--- config.mk ---
export PLATFORM = sky130hd
export DESIGN_NAME = time_base_unit
export DESIGN_NICKNAME = d
export VERILOG_FILES = /design/src/rtl/gpt_pkg.sv /design/src/rtl/time_base_unit_prescaler.sv /design/src/rtl/time_base_unit.sv
export SDC_FILE = /design/constraint.sdc
export NUM_CORES = 1
export LEC_CHECK = 0
export BUFFER_PORTS_ARGS = -buffer_cell sky130_fd_sc_hd__buf_2
export CORE_MARGIN = 10
export CORE_UTILIZATION = 60
export DETAILED_ROUTE_END_ITERATION = 10
export PLACE_DENSITY = 0.95
export SLEW_MARGIN = 20
export SYNTH_ARGS = -nofsm -noshare
export SYNTH_HDL_FRONTEND = slang
export SYNTH_SLANG_ARGS = --single-unit
--- constraint.sdc ---
create_clock -name clk_i -period 4.64 [get_ports clk_i]
set_input_delay 0.696 -clock clk_i [delete_from_list [all_inputs] [get_ports clk_i]]
set_output_delay 0.696 -clock clk_i [all_outputs]
set_load 0.01 [all_outputs]
--- src/rtl/gpt_pkg.sv ---
// rtl/gpt_pkg.sv - shared constants and types for the general-purpose timer time base
// Contents: default counter width, STOP/RUN state enum, count-direction constants.
package gpt_pkg;

  localparam int CNT_W_DEF = 16;

  typedef enum logic {
    ST_STOP = 1'b0,
    ST_RUN  = 1'b1
  } tbu_state_e;

  localparam logic DIR_UP   = 1'b0;
  localparam logic DIR_DOWN = 1'b1;

endpackage

--- src/rtl/time_base_unit_prescaler.sv ---
// rtl/time_base_unit_prescaler.sv - prescaler counter with shadowed ratio
// Ports: clk_i, rst_i; step_en_i (qualified tick), reinit_i (clear count),
//        load_i (update event: latch psc_i into shadow), psc_i (ratio-1),
//        cnt_step_o (one counter step per psc_sh+1 step enables).
module tb_prescaler
  import gpt_pkg::*;
#(
  parameter int CNT_W = CNT_W_DEF
) (
  input  logic             clk_i,
  input  logic             rst_i,
  input  logic             step_en_i,
  input  logic             reinit_i,
  input  logic             load_i,
  input  logic [CNT_W-1:0] psc_i,
  output logic             cnt_step_o
);

  localparam logic [CNT_W-1:0] PSC_ONE = CNT_W'(1);

  logic [CNT_W-1:0] psc_cnt_q, psc_cnt_d;
  logic [CNT_W-1:0] psc_sh_q, psc_sh_d;
  logic             psc_hit;

  assign psc_hit    = (psc_cnt_q == psc_sh_q);
  // A reinit in the same cycle swallows the step so the counter restarts cleanly.
  assign cnt_step_o = step_en_i & psc_hit & ~reinit_i;

  always_comb begin
    psc_cnt_d = psc_cnt_q;
    psc_sh_d  = psc_sh_q;
    if (reinit_i) begin
      psc_cnt_d = '0;
    end else if (step_en_i) begin
      psc_cnt_d = psc_hit ? '0 : psc_cnt_q + PSC_ONE;
    end
    if (load_i) begin
      psc_sh_d = psc_i;
    end
  end

  always_ff @(posedge clk_i) begin
    if (rst_i) begin
      psc_cnt_q <= '0;
      psc_sh_q  <= '0;
    end else begin
      psc_cnt_q <= psc_cnt_d;
      psc_sh_q  <= psc_sh_d;
    end
  end

endmodule

--- src/rtl/time_base_unit.sv ---
// rtl/time_base_unit.sv - timer time base: run control, prescaler, up/down counter, update events
// Ports: clk_i/rst_i; slave-mode inputs (cnt_tick_i, sm_reset_i, gate_mode_i, sm_gate_i, sm_trig_i);
//        control (cen_we_i, cen_wdata_i, opm_i, dir_i, arpe_i, udis_i, urs_i, ug_i, psc_i, arr_i, uif_clr_i);
//        status (cnt_o, cen_o, uev_o, uif_o), all registered.
module time_base_unit
  import gpt_pkg::*;
#(
  parameter int CNT_W = CNT_W_DEF
) (
  input  logic             clk_i,
  input  logic             rst_i,
  input  logic             cnt_tick_i,
  input  logic             sm_reset_i,
  input  logic             gate_mode_i,
  input  logic             sm_gate_i,
  input  logic             sm_trig_i,
  input  logic             cen_we_i,
  input  logic             cen_wdata_i,
  input  logic             opm_i,
  input  logic             dir_i,
  input  logic             arpe_i,
  input  logic             udis_i,
  input  logic             urs_i,
  input  logic             ug_i,
  input  logic [CNT_W-1:0] psc_i,
  input  logic [CNT_W-1:0] arr_i,
  input  logic             uif_clr_i,
  output logic [CNT_W-1:0] cnt_o,
  output logic             cen_o,
  output logic             uev_o,
  output logic             uif_o
);

  localparam logic [CNT_W-1:0] CNT_ONE = CNT_W'(1);

  tbu_state_e       state_q, state_d;
  logic [CNT_W-1:0] cnt_q, cnt_d;
  logic [CNT_W-1:0] arr_sh_q, arr_sh_d;
  logic             uev_q, uev_d;
  logic             uif_q, uif_d;

  logic             step_en;
  logic             cnt_step;
  logic             reinit;
  logic             wrap;
  logic             uev_evt;
  logic [CNT_W-1:0] arr_eff;

  assign reinit  = ug_i | sm_reset_i;
  assign step_en = (state_q == ST_RUN) & cnt_tick_i & (~gate_mode_i | sm_gate_i);
  assign arr_eff = arpe_i ? arr_sh_q : arr_i;

  tb_prescaler #(
    .CNT_W (CNT_W)
  ) u_prescaler (
    .clk_i      (clk_i),
    .rst_i      (rst_i),
    .step_en_i  (step_en),
    .reinit_i   (reinit),
    .load_i     (uev_evt),
    .psc_i      (psc_i),
    .cnt_step_o (cnt_step)
  );

  // Counter datapath; a zero auto-reload value parks the counter.
  always_comb begin
    cnt_d = cnt_q;
    wrap  = 1'b0;
    if (reinit) begin
      cnt_d = (dir_i == DIR_DOWN) ? arr_eff : '0;
    end else if (cnt_step && (arr_eff != '0)) begin
      if (dir_i == DIR_UP) begin
        if (cnt_q == arr_eff) begin
          cnt_d = '0;
          wrap  = 1'b1;
        end else begin
          cnt_d = cnt_q + CNT_ONE;
        end
      end else begin
        if (cnt_q == '0) begin
          cnt_d = arr_eff;
          wrap  = 1'b1;
        end else begin
          cnt_d = cnt_q - CNT_ONE;
        end
      end
    end
  end

  // Update event: all sources merge into one pulse; udis blocks the event but not the reinit.
  always_comb begin
    uev_evt  = (wrap | reinit) & ~udis_i;
    uev_d    = uev_evt;
    arr_sh_d = uev_evt ? arr_i : arr_sh_q;
    uif_d    = uif_q;
    if (uev_evt && (!urs_i || wrap)) begin
      uif_d = 1'b1;
    end else if (uif_clr_i) begin
      uif_d = 1'b0;
    end
  end

  // Run control: OPM wrap stop beats a cen write, which beats a trigger.
  always_comb begin
    state_d = state_q;
    case (state_q)
      ST_STOP: begin
        if (cen_we_i) begin
          state_d = cen_wdata_i ? ST_RUN : ST_STOP;
        end else if (sm_trig_i) begin
          state_d = ST_RUN;
        end
      end
      ST_RUN: begin
        if (opm_i && wrap) begin
          state_d = ST_STOP;
        end else if (cen_we_i && !cen_wdata_i) begin
          state_d = ST_STOP;
        end
      end
      default: state_d = ST_STOP;
    endcase
  end

  always_ff @(posedge clk_i) begin
    if (rst_i) begin
      state_q  <= ST_STOP;
      cnt_q    <= '0;
      arr_sh_q <= '1;
      uev_q    <= 1'b0;
      uif_q    <= 1'b0;
    end else begin
      state_q  <= state_d;
      cnt_q    <= cnt_d;
      arr_sh_q <= arr_sh_d;
      uev_q    <= uev_d;
      uif_q    <= uif_d;
    end
  end

  assign cnt_o = cnt_q;
  assign cen_o = (state_q == ST_RUN);
  assign uev_o = uev_q;
  assign uif_o = uif_q;

endmodule
==> impl_metrics.csv, run 1 <==
group,metric,value,unit
critical_path,worst-path-buf-inv,2,
critical_path,cpMaxStageDelayCell,"buf_4",
routing,top_layer,"met4",
sta,fin_crit,3560,ps
floorplan,chipHeight,109,microns
routing,wl_met2,7040,microns
global_route,grt_pass1_vias,4600,
global_route,overflow,0,
finish,antenna_cells,0,
routing,wl_per_cell,20.5,microns
cts,cts_max_level,3,
finish,multi_input_area,3080,sq um
pwr,total_leakage_power,0.00192,uW
synth,yosysWarnings,0,
routing,remaining_drc_errors,0,
synth,synth_seq_cells,67,
worst_hold_path,min_path_type,"flop to flop",
sta,fin_tns_setup,0,ps
placement,gp_congestion,0.954,
sta,grt_setup_unrepaired,"no",
critical_path,arrival,3850,ps
critical_path,critPathMaxStageDelay,500,ps
synth,synth_top_flop_cell,"dfxtp_1",
placement,hpwl,10600,microns
sta,hold_viol,0,
floorplan,initial_core_util,0.612,
routing,drt_wl_total,14600,microns
global_route,grt_max_degree,86,
cts,cts_inserted_buffers,9,
pwr,p_per_area,298,nW/um^2
synth,netlist_area,4700,sq um
cts,numClockSinks,67,
routing,antenna_left,0,
finish,nets,659,
global_route,grt_pass1_wl,23100,microns
global_route,track_usage,0.246,
cts,clk_pin_slew,80,ps
cts,cts-root-buf,"clkbuf_8",
placement,dp_cells,698,
sta,slew_viol_final,0,
routing,drtPass1Iterations,6,
critical_path,cp_top_family,"simple AND/OR/NAND/NOR gates",
outcome,status,"finished clean",
floorplan,ioPinCount,67,
synth,yosys.area_share.simple,0.290,
floorplan,fp-row-count,32,
finish,regArea,1340,sq um
global_route,grt_antenna_before_repair,0,
synth,synth-seq-area-share,0.285,
finish,final_util,0.670,
floorplan,die_area,11800,sq um
synth,synth_compound_area_frac,0.136,
floorplan,die_w,109,microns
critical_path,r2r_slack,1500,ps
cts,cts_tree,"done",
finish,fill_cells,658,
sta,skew,7.05,ps
sta,setup_viol,0,
synth,synth-adder-area-share,0.0106,
routing,vias,4526,
synth,synth_cells,570,
cts,hold_buffers,0,
floorplan,core_area,7690,sq um
finish,fin_cells,714,
critical_path,critical_path_class,"input port to flop",
synth,synth_xor_area_frac,0.110,
sta,slew_headroom,0.487,
finish,drive_gt1_frac,0.181,
cts,cts_resized,0,
placement,placement.io_buffers,66,
sta,max_slew.worst_pin.slew,770,ps
critical_path,start_kind,"input port",
routing,drt-met1-wl,5600,microns
synth,synth_top_family_by_area,"simple AND/OR/NAND/NOR gates",
finish,syn_to_final_growth,9.49,%
routing,drt_iter0_drc,450,
synth,synthArstFlopShare,0,
synth,synth_mux_area_frac,0.107,
pwr,peakVddDrop,0.000192,V
synth,syn_nets,622,
critical_path,crit_required,4940,ps
critical_path,cp-end-kind,"flop",
critical_path,cp_max_fo,33,
sta,fin_crit_sh,0.767,
cts,cts_buffer_depth,2,
cts,postCtsSetupBuffers,0,
sta,fmax,0.281,GHz
routing,vias_per_cell,6.34,
routing,met3WireLength,1260,microns
critical_path,path_common_cell,"mux2i_1",
critical_path,crit_chain,"buf_2, mux2i_1, xnor2_1, nor4_1, nand4_1, o211ai_1, nor3b_4, buf_4, mux2i_1",
flow_run,maxCapViolCount,0,
sta,holdWs,504,ps
cts,worstSkewPairLatency,370,ps
synth,synth_cell_types,66,
synth,synth_edf_count,0,
synth,synth_area_per_cell,8.25,sq um
## registers in the layout (all words and copies together) (netlist names)
name and flops:
u_prescaler.psc_sh_q 16, arr_sh_q 16, uev_o 1, cnt_o 16, uif_o 1, cen_o 1
u_prescaler.psc_cnt_q 16
## cell families (layout without fill, tap and decap cells)
group                    after synthesis  after routing
AND/OR/NAND/NOR                      249            249
AO/OA/AOI/OAI                         88             88
flip-flops                            67             67
XOR/XNOR                              59             59
buffers and inverters                 54             96
multiplexers                          49             49
adder cells (fa/ha/maj)                4              4
## Yosys cell counts, types with 5 or more instances
library cell	n	share of area
nor2b_1	5	0.0066
a21oi_1	18	0.019
nand2_1	30	0.024
inv_1	11	0.0088
o21ai_0	20	0.021
clkbuf_1	28	0.022
a2111oi_2	5	0.016
nand3_1	17	0.018
dfxtp_1	67	0.29
or3_1	6	0.0080
mux2i_1	43	0.091
a31oi_1	7	0.0093
nor2_1	76	0.061
nand4_1	20	0.027
xor2_1	19	0.035
nand2b_1	37	0.049
xnor2_1	40	0.074
nor4_1	8	0.011
nor3_1	17	0.018
buf_2	6	0.0064
nor4_2	5	0.013
## where the power goes
| part | switching [uW] | internal, uW | total [uW] |
|---|---|---|---|
| clock | 268 | 257 | 525 |
| combinational | 199 | 148 | 347 |
| sequential | 58.8 | 604 | 663 |
| total | 526 | 1010 | 1540 |
## per-stage QoR
| stage | worst slack, ps | area (sq um) | power, uW |
|---|---|---|---|
| after floorplan | 2010 | 4700 | 916 |
| after global placement | 855 | 4940 | 1000 |
| after detailed placement | 786 | 4940 | 1010 |
| after CTS | 1140 | 5150 | 1530 |
| after global routing | 836 | 5150 | 1590 |
| final | 1080 | 5150 | 1540 |
## worst min-delay path, cell delays in order (launching register included)
cell      delay [ps]
dfxtp_1          330
nand2b_1          70
mux2i_1           60
## metal layers
metal	global-route usage	vias up
li1	-	2106
met1	0.282	2114
met2	0.415	248
met3	0.0470	58
met4	0.153	0
met5	0	-
## path summary, 6_finish.rpt
kind                                                       startpoint                               endpoint  cells after the start
worst min register to register  u_prescaler.psc_sh_q[15]$_SDFFE_PP0P_  u_prescaler.psc_sh_q[15]$_SDFFE_PP0P_                      2
worst max register to register                  cnt_o[8]$_SDFFE_PP0P_   u_prescaler.psc_sh_q[7]$_SDFFE_PP0P_                      8
worst min-delay path            u_prescaler.psc_sh_q[15]$_SDFFE_PP0P_  u_prescaler.psc_sh_q[15]$_SDFFE_PP0P_                      2
worst max-delay path                                           arpe_i   u_prescaler.psc_sh_q[7]$_SDFFE_PP0P_                      9
## placed cells by master (no fill, tap or decap), drive strengths merged, types with 14 or more instances in the layout
| cell | n |
|---|---|
| nor2 | 76 |
| buf | 69 |
| dfxtp | 67 |
| mux2i | 46 |
| xnor2 | 40 |
| nand2b | 37 |
| nand2 | 30 |
| o21ai | 23 |
| nand4 | 20 |
| xor2 | 19 |
| a21oi | 18 |
| nor3 | 17 |
| nand3 | 17 |
| nor4 | 15 |
| inv | 14 |
## area by class of cell
type | count | share of cell area
timing repair buffer | 69 | 0.0685
tap | 102 | 0.0248
inverter | 11 | 0.00802
multi-input combinational | 449 | 0.598
clock inverter | 7 | 0.0163
clock buffer | 9 | 0.0240
sequential | 67 | 0.260
Note: power is estimated with default switching activity, not from simulation.
==> inputs of run 2 (changes only) <==
Settings changed: CORE_UTILIZATION 60 to 53, PLACE_DENSITY 0.95 to 0.9.
Clock period 4.64 ns to 3.26 ns, I/O delays scaled along.
==> impl_metrics.csv, run 2 (synthesis gave the netlist of run 1 again) <==
group,metric,value,unit
placement,hpwl,10600,microns
critical_path,arrival,3190,ps
global_route,track_usage,0.216,
pwr,total_leakage_power,0.00200,uW
floorplan,fp-row-count,34,
routing,vias_per_cell,6.26,
finish,design_area,5290,sq um
placement,gp_congestion,1.02,
critical_path,reg2reg_depth,8,
critical_path,cp_max_fo,33,
sta,skew,14.5,ps
cts,cts_max_level,3,
critical_path,r2r_slack,470,ps
global_route,grt_max_degree,40,
cts,cts_tree,"done",
cts,worstSkewPairLatency,350,ps
sta,setup_viol,0,
worst_hold_path,holdPathStages,2,
floorplan,die_w,114,microns
global_route,grt_pass1_vias,4602,
global_route,grt_antenna_before_repair,0,
global_route,grt_pass1_wl,23100,microns
critical_path,cp-end-kind,"flop",
critical_path,rr_startpoint,"cnt_o[8]$_SDFFE_PP0P_",
sta,fin_tns_setup,0,ps
sta,slew_viol_final,0,
cts,cts_buffer_depth,2,
worst_hold_path,min_from,"opm_i",
cts,hold_buffers,0,
sta,max_slew.worst_pin.slew,615,ps
sta,slew_headroom,0.586,
finish,nets,672,
sta,grt_setup_unrepaired,"no",
placement,placement.io_buffers,66,
finish,most-common-layout-cells,"76 x nor2_1, 67 x dfxtp_1, 66 x buf_2, 43 x mux2i_1, 40 x xnor2_1",
global_route,overflow,0,
sta,fin_crit,2930,ps
critical_path,critical_path_class,"input port to flop",
finish,fill_cells,781,
cts,cts_inserted_buffers,9,
finish,antenna_cells,0,
outcome,status,"finished clean",
worst_hold_path,whs_endpoint,"cen_o$_SDFF_PP0_",
routing,drt_iter0_drc,391,
cts,cts-root-buf,"clkbuf_8",
sta,fmax,0.342,GHz
routing,antenna_left,0,
cts,postCtsSetupBuffers,0,
sta,fin_ws,334,ps
finish,drive_gt1_frac,0.197,
floorplan,initial_core_util,0.542,
floorplan,ioPinCount,67,
routing,vias,4592,
placement,dpl-instance-area,5070,sq um
flow_run,maxCapViolCount,0,
floorplan,die_area,13000,sq um
placement,post-place-ws,78.5,ps
pwr,power.total,2240,uW
critical_path,crit_required,3520,ps
sta,fin_crit_sh,0.897,
cts,cts_resized,0,
critical_path,rr_endpoint,"arr_sh_q[10]$_SDFFE_PP1P_",
sta,hold_viol,0,
critical_path,start_kind,"input port",
floorplan,core_area,8680,sq um
cts,clk_pin_slew,80,ps
finish,multi_input_area,3080,sq um
pwr,peakVddDrop,0.000256,V
routing,remaining_drc_errors,0,
finish,syn_to_final_growth,12.5,%
finish,regArea,1340,sq um
routing,drtPass1Iterations,5,
routing,drt_wl_total,14200,microns
pwr,p_per_area,424,nW/um^2
finish,layout_commonest_cell,"nor2_1",
worst_hold_path,min_path_type,"input port to flop",
routing,wl_per_cell,19.4,microns
floorplan,chipHeight,114,microns
cts,numClockSinks,67,
run 2: critical path: stages:
cell	delay, ps
buf_2	260
buf_12	190
mux2i_1	440
xnor2_1	120
nor4_1	240
nand4_1	310
o211ai_1	300
nor3b_4	260
buf_12	270
mux2i_1	280
run 2: report_power, final:
group	internal [uW]	switching [uW]	total [uW]
Sequential	860	68.8	929
Combinational	231	294	526
Clock	433	357	790
Total	1520	720	2240
run 2: per-stage QoR:
step | utilization | std cells | hold WS (ps)
floorplan | - | 570 | 460
global placement | 0.585 | 717 | 475
detailed placement | 0.585 | 717 | 477
CTS | 0.610 | 733 | 350
global route | 0.610 | 733 | 366
finish | 0.610 | 733 | 364
run 2: layout make-up:
cell class                 count  share of cell area
timing repair buffer          82              0.0899
clock buffer                  10              0.0241
sequential                    67               0.253
clock inverter                 6              0.0170
tap                          108              0.0255
inverter                      11             0.00780
multi-input combinational    449               0.582
run 2: worst max-delay path by stage:
stage,start,end,slack [ps]
CTS,arpe_i,arr_sh_q[10]$_SDFFE_PP1P_,420
global route,arpe_i,arr_sh_q[10]$_SDFFE_PP1P_,280
detailed placement,arpe_i,arr_sh_q[10]$_SDFFE_PP1P_,80
global placement,arpe_i,u_prescaler.psc_sh_q[1]$_SDFFE_PP0P_,150
finish,arpe_i,arr_sh_q[10]$_SDFFE_PP1P_,330
floorplan,arpe_i,cnt_o[1]$_SDFFE_PP0P_,840
run 2: metal layers:
| metal | part of all wire | wire (microns) | global-route usage |
|---|---|---|---|
| met3 | 0.087 | 1240 | 0.0482 |
| met2 | 0.48 | 6800 | 0.352 |
| met4 | 0.044 | 621 | 0.104 |
| met1 | 0.39 | 5550 | 0.264 |
| met5 | 0 | 0 | 0 |
==> inputs of run 3 (changes only) <==
--- a/config.mk
+++ b/config.mk
@@ -9,5 +9,5 @@
 export CORE_MARGIN = 10
-export CORE_UTILIZATION = 53
+export CORE_UTILIZATION = 52
 export DETAILED_ROUTE_END_ITERATION = 10
-export PLACE_DENSITY = 0.9
+export PLACE_DENSITY = 0.89
 export SLEW_MARGIN = 20
@@ -15,2 +15,3 @@
 export SYNTH_HDL_FRONTEND = slang
+export SYNTH_HIERARCHICAL = 1
 export SYNTH_SLANG_ARGS = --single-unit
--- a/constraint.sdc
+++ b/constraint.sdc
@@ -3,2 +3,2 @@
 set_output_delay 0.489 -clock clk_i [all_outputs]
-set_load 0.01 [all_outputs]
+set_load 0.05 [all_outputs]
==> impl_metrics.csv, run 3 <==
group,metric,value,unit
floorplan,die_area,12100,sq um
global_route,grt_pass1_wl,20200,microns
cts,cts-root-buf,"clkbuf_8",
critical_path,arrival,3300,ps
routing,wl_per_cell,18.2,microns
synth,synth_seq_cells,67,
sta,slew_headroom,0.368,
finish,multi_input_area,2620,sq um
cts,clk_pin_slew,80,ps
synth,synthTopCellsByCount,"69 x nor2_1, 67 x dfxtp_1, 66 x nand2_1, 42 x a21oi_1, 40 x xnor2_1",
synth,synth-seq-area-share,0.317,
routing,vias,4229,
synth,synth_xor_area_frac,0.135,
synth,synth_cells,531,
synth,synth_top_family_by_area,"simple AND/OR/NAND/NOR gates",
finish,antenna_cells,0,
cts,worstSkewPairLatency,360,ps
sta,max_slew.worst_pin.slew,945,ps
pwr,peakVddDrop,0.000322,V
outcome,status,"finished clean",
synth,synth_cell_types,55,
floorplan,chipHeight,110,microns
finish,fill_cells,645,
floorplan,fp-row-count,32,
floorplan,initial_core_util,0.541,
critical_path,cpMaxStageDelayCell,"or3_2",
pwr,total_leakage_power,0.00200,uW
cts,cts_max_level,3,
finish,syn_to_final_growth,14.5,%
pwr,p_per_area,452,nW/um^2
synth,synth_compound_area_frac,0.145,
finish,regArea,1340,sq um
synth,yosysMostFrequentCell,"nor2_1",
sta,fmax,0.326,GHz
floorplan,ioPinCount,67,
critical_path,crit_required,3500,ps
placement,placement.io_buffers,66,
synth,yosys.area_share.simple,0.237,
routing,remaining_drc_errors,0,
critical_path,crit_chain,"xor2_1, nor4_1, nand2_1, or3_2, nor3_1, inv_1, nor4_2, a21oi_4, inv_8, mux2i_1, nor2_1",
critical_path,critPathMaxStageDelay,480,ps
synth,synth_top_flop_cell,"dfxtp_1",
synth,yosysWarnings,6,
synth,synth-adder-area-share,0.0118,
critical_path,cp_max_fo,33,
placement,hpwl,8950,microns
synth,synth_area_leaders,"dfxtp_1 32%, xnor2_1 8.3%, mux2i_1 7.3%",
global_route,overflow,0,
synth,synth_area_per_cell,7.96,sq um
sta,setup_viol,0,
sta,fin_crit,3070,ps
routing,drt_wl_total,12700,microns
global_route,track_usage,0.208,
cts,numClockSinks,67,
global_route,grt_max_degree,35,
synth,netlist_area,4230,sq um
routing,vias_per_cell,6.08,
floorplan,die_w,110,microns
sta,fin_ws,194,ps
synth,synthArstFlopShare,0,
synth,syn_nets,583,
flow_run,maxCapViolCount,0,
cts,cts_buffer_depth,2,
routing,antenna_left,0,
critical_path,cp-end-kind,"flop",
global_route,grt_pass1_vias,4001,
synth,synth_mux_area_frac,0.0879,
placement,gp_congestion,0.946,
worst_hold_path,min_path_type,"input port to flop",
sta,hold_viol,0,
routing,drtPass1Iterations,5,
cts,cts_inserted_buffers,9,
routing,drt_iter0_drc,471,
finish,most-common-layout-cells,"68 x nor2_1, 67 x dfxtp_1, 66 x nand2_1, 66 x buf_2, 42 x a21oi_1",
sta,skew,8.33,ps
finish,drive_gt1_frac,0.200,
cts,cts_tree,"done",
placement,post-place-ws,156,ps
synth,synth_edf_count,0,
sta,fin_crit_sh,0.941,
sta,slew_viol_final,0,
floorplan,core_area,7810,sq um
critical_path,start_kind,"flop",
cts,postCtsSetupBuffers,0,
global_route,grt_antenna_before_repair,0,
synth,yosysTopAreaCell,"dfxtp_1",
finish,layout_commonest_cell,"nor2_1",
sta,holdWs,349,ps
finish,nets,641,
critical_path,critical_path_class,"flop to flop",
synth,yosysTopAreaCellShare,0.317,
## run 3: cell types whose count changed in the layout (fill, tap and decap cells not counted), sizes merged, moves of 6 or more
cell    before  now
o32ai        1    7
nor3        17   10
a31oi        8    2
a21oi       18   44
inv         11   18
mux2i       46   33
nand2b      37    3
nand2       30   66
xor2        19   25
nand4       20   12
o21ai       23   12
## run 3: logic make-up after synthesis
logic type                 after synthesis
xor gates and xnor gates                65
buffers and inverters                   54
AOI/OAI and AO/OA                       93
muxes                                   36
DFF                                     67
and+or+nand+nor                        212
adders and majority gates                4
## run 3: report_power, final
part           switching [uW]  internal [uW]
logic                     307            200
registers                69.9            863
clock network             382            365
total                     759           1430
## run 3: worst paths after layout
kind | from | endpoint | slack (ps) | cells after the start
max | u_prescaler/psc_cnt_q[14]$_SDFFE_PP0P_ | u_prescaler/psc_sh_q[14]$_SDFFE_PP0P_ | 190 | 11
min | arr_i[5] | arr_sh_q[5]$_SDFFE_PP1P_ | 350 | 3
max reg2reg | u_prescaler/psc_cnt_q[14]$_SDFFE_PP0P_ | u_prescaler/psc_sh_q[14]$_SDFFE_PP0P_ | 190 | 11
min reg2reg | arr_sh_q[3]$_SDFFE_PP1P_ | arr_sh_q[3]$_SDFFE_PP1P_ | 440 | 2
## run 3: critical path: cells and delay by family (launching register included)
kind	cells	cell delay [ps]
simple gates	6	1640
buf+inv	2	370
flops	1	340
mux	1	270
xor+xnor	1	160
compound gates	1	140
## run 3: layout make-up
class	instances	share of cell area
Timing Repair Buffer	84	0.0962
Clock buffer	9	0.0256
Multi-Input combinational cell	410	0.542
Inverter	17	0.0147
Clock inverter	7	0.0173
Sequential cell	67	0.277
Tap cell	102	0.0264
## run 3: per-stage QoR
step | std cells | util | instance area, sq um | setup TNS, ps | total power (uW)
4_1_cts | 696 | 0.618 | 4820 | 0 | 2180
5_1_grt | 696 | 0.620 | 4840 | -8.07 | 2270
6_report | 696 | 0.620 | 4840 | 0 | 2190
3_3_place_gp | 680 | 0.591 | 4610 | 0 | 1420
2_1_floorplan | 531 | - | 4240 | 0 | 1310
3_5_place_dp | 680 | 0.591 | 4610 | 0 | 1440
## run 3: layer usage
| layer | wire (microns) | up-vias | GRT usage |
|---|---|---|---|
| li1 | - | 1972 | - |
| met1 | 5150 | 1946 | 0.255 |
| met2 | 5980 | 266 | 0.333 |
| met3 | 1180 | 45 | 0.0598 |
| met4 | 351 | 0 | 0.0872 |
| met5 | 0 | - | 0 |
## run 3: repair_timing
action	4_1_cts	5_1_grt
endpoints found under the setup margin	0	16
hold endpoints to repair	0	0
hold buffers	0	0
resized for setup	0	4
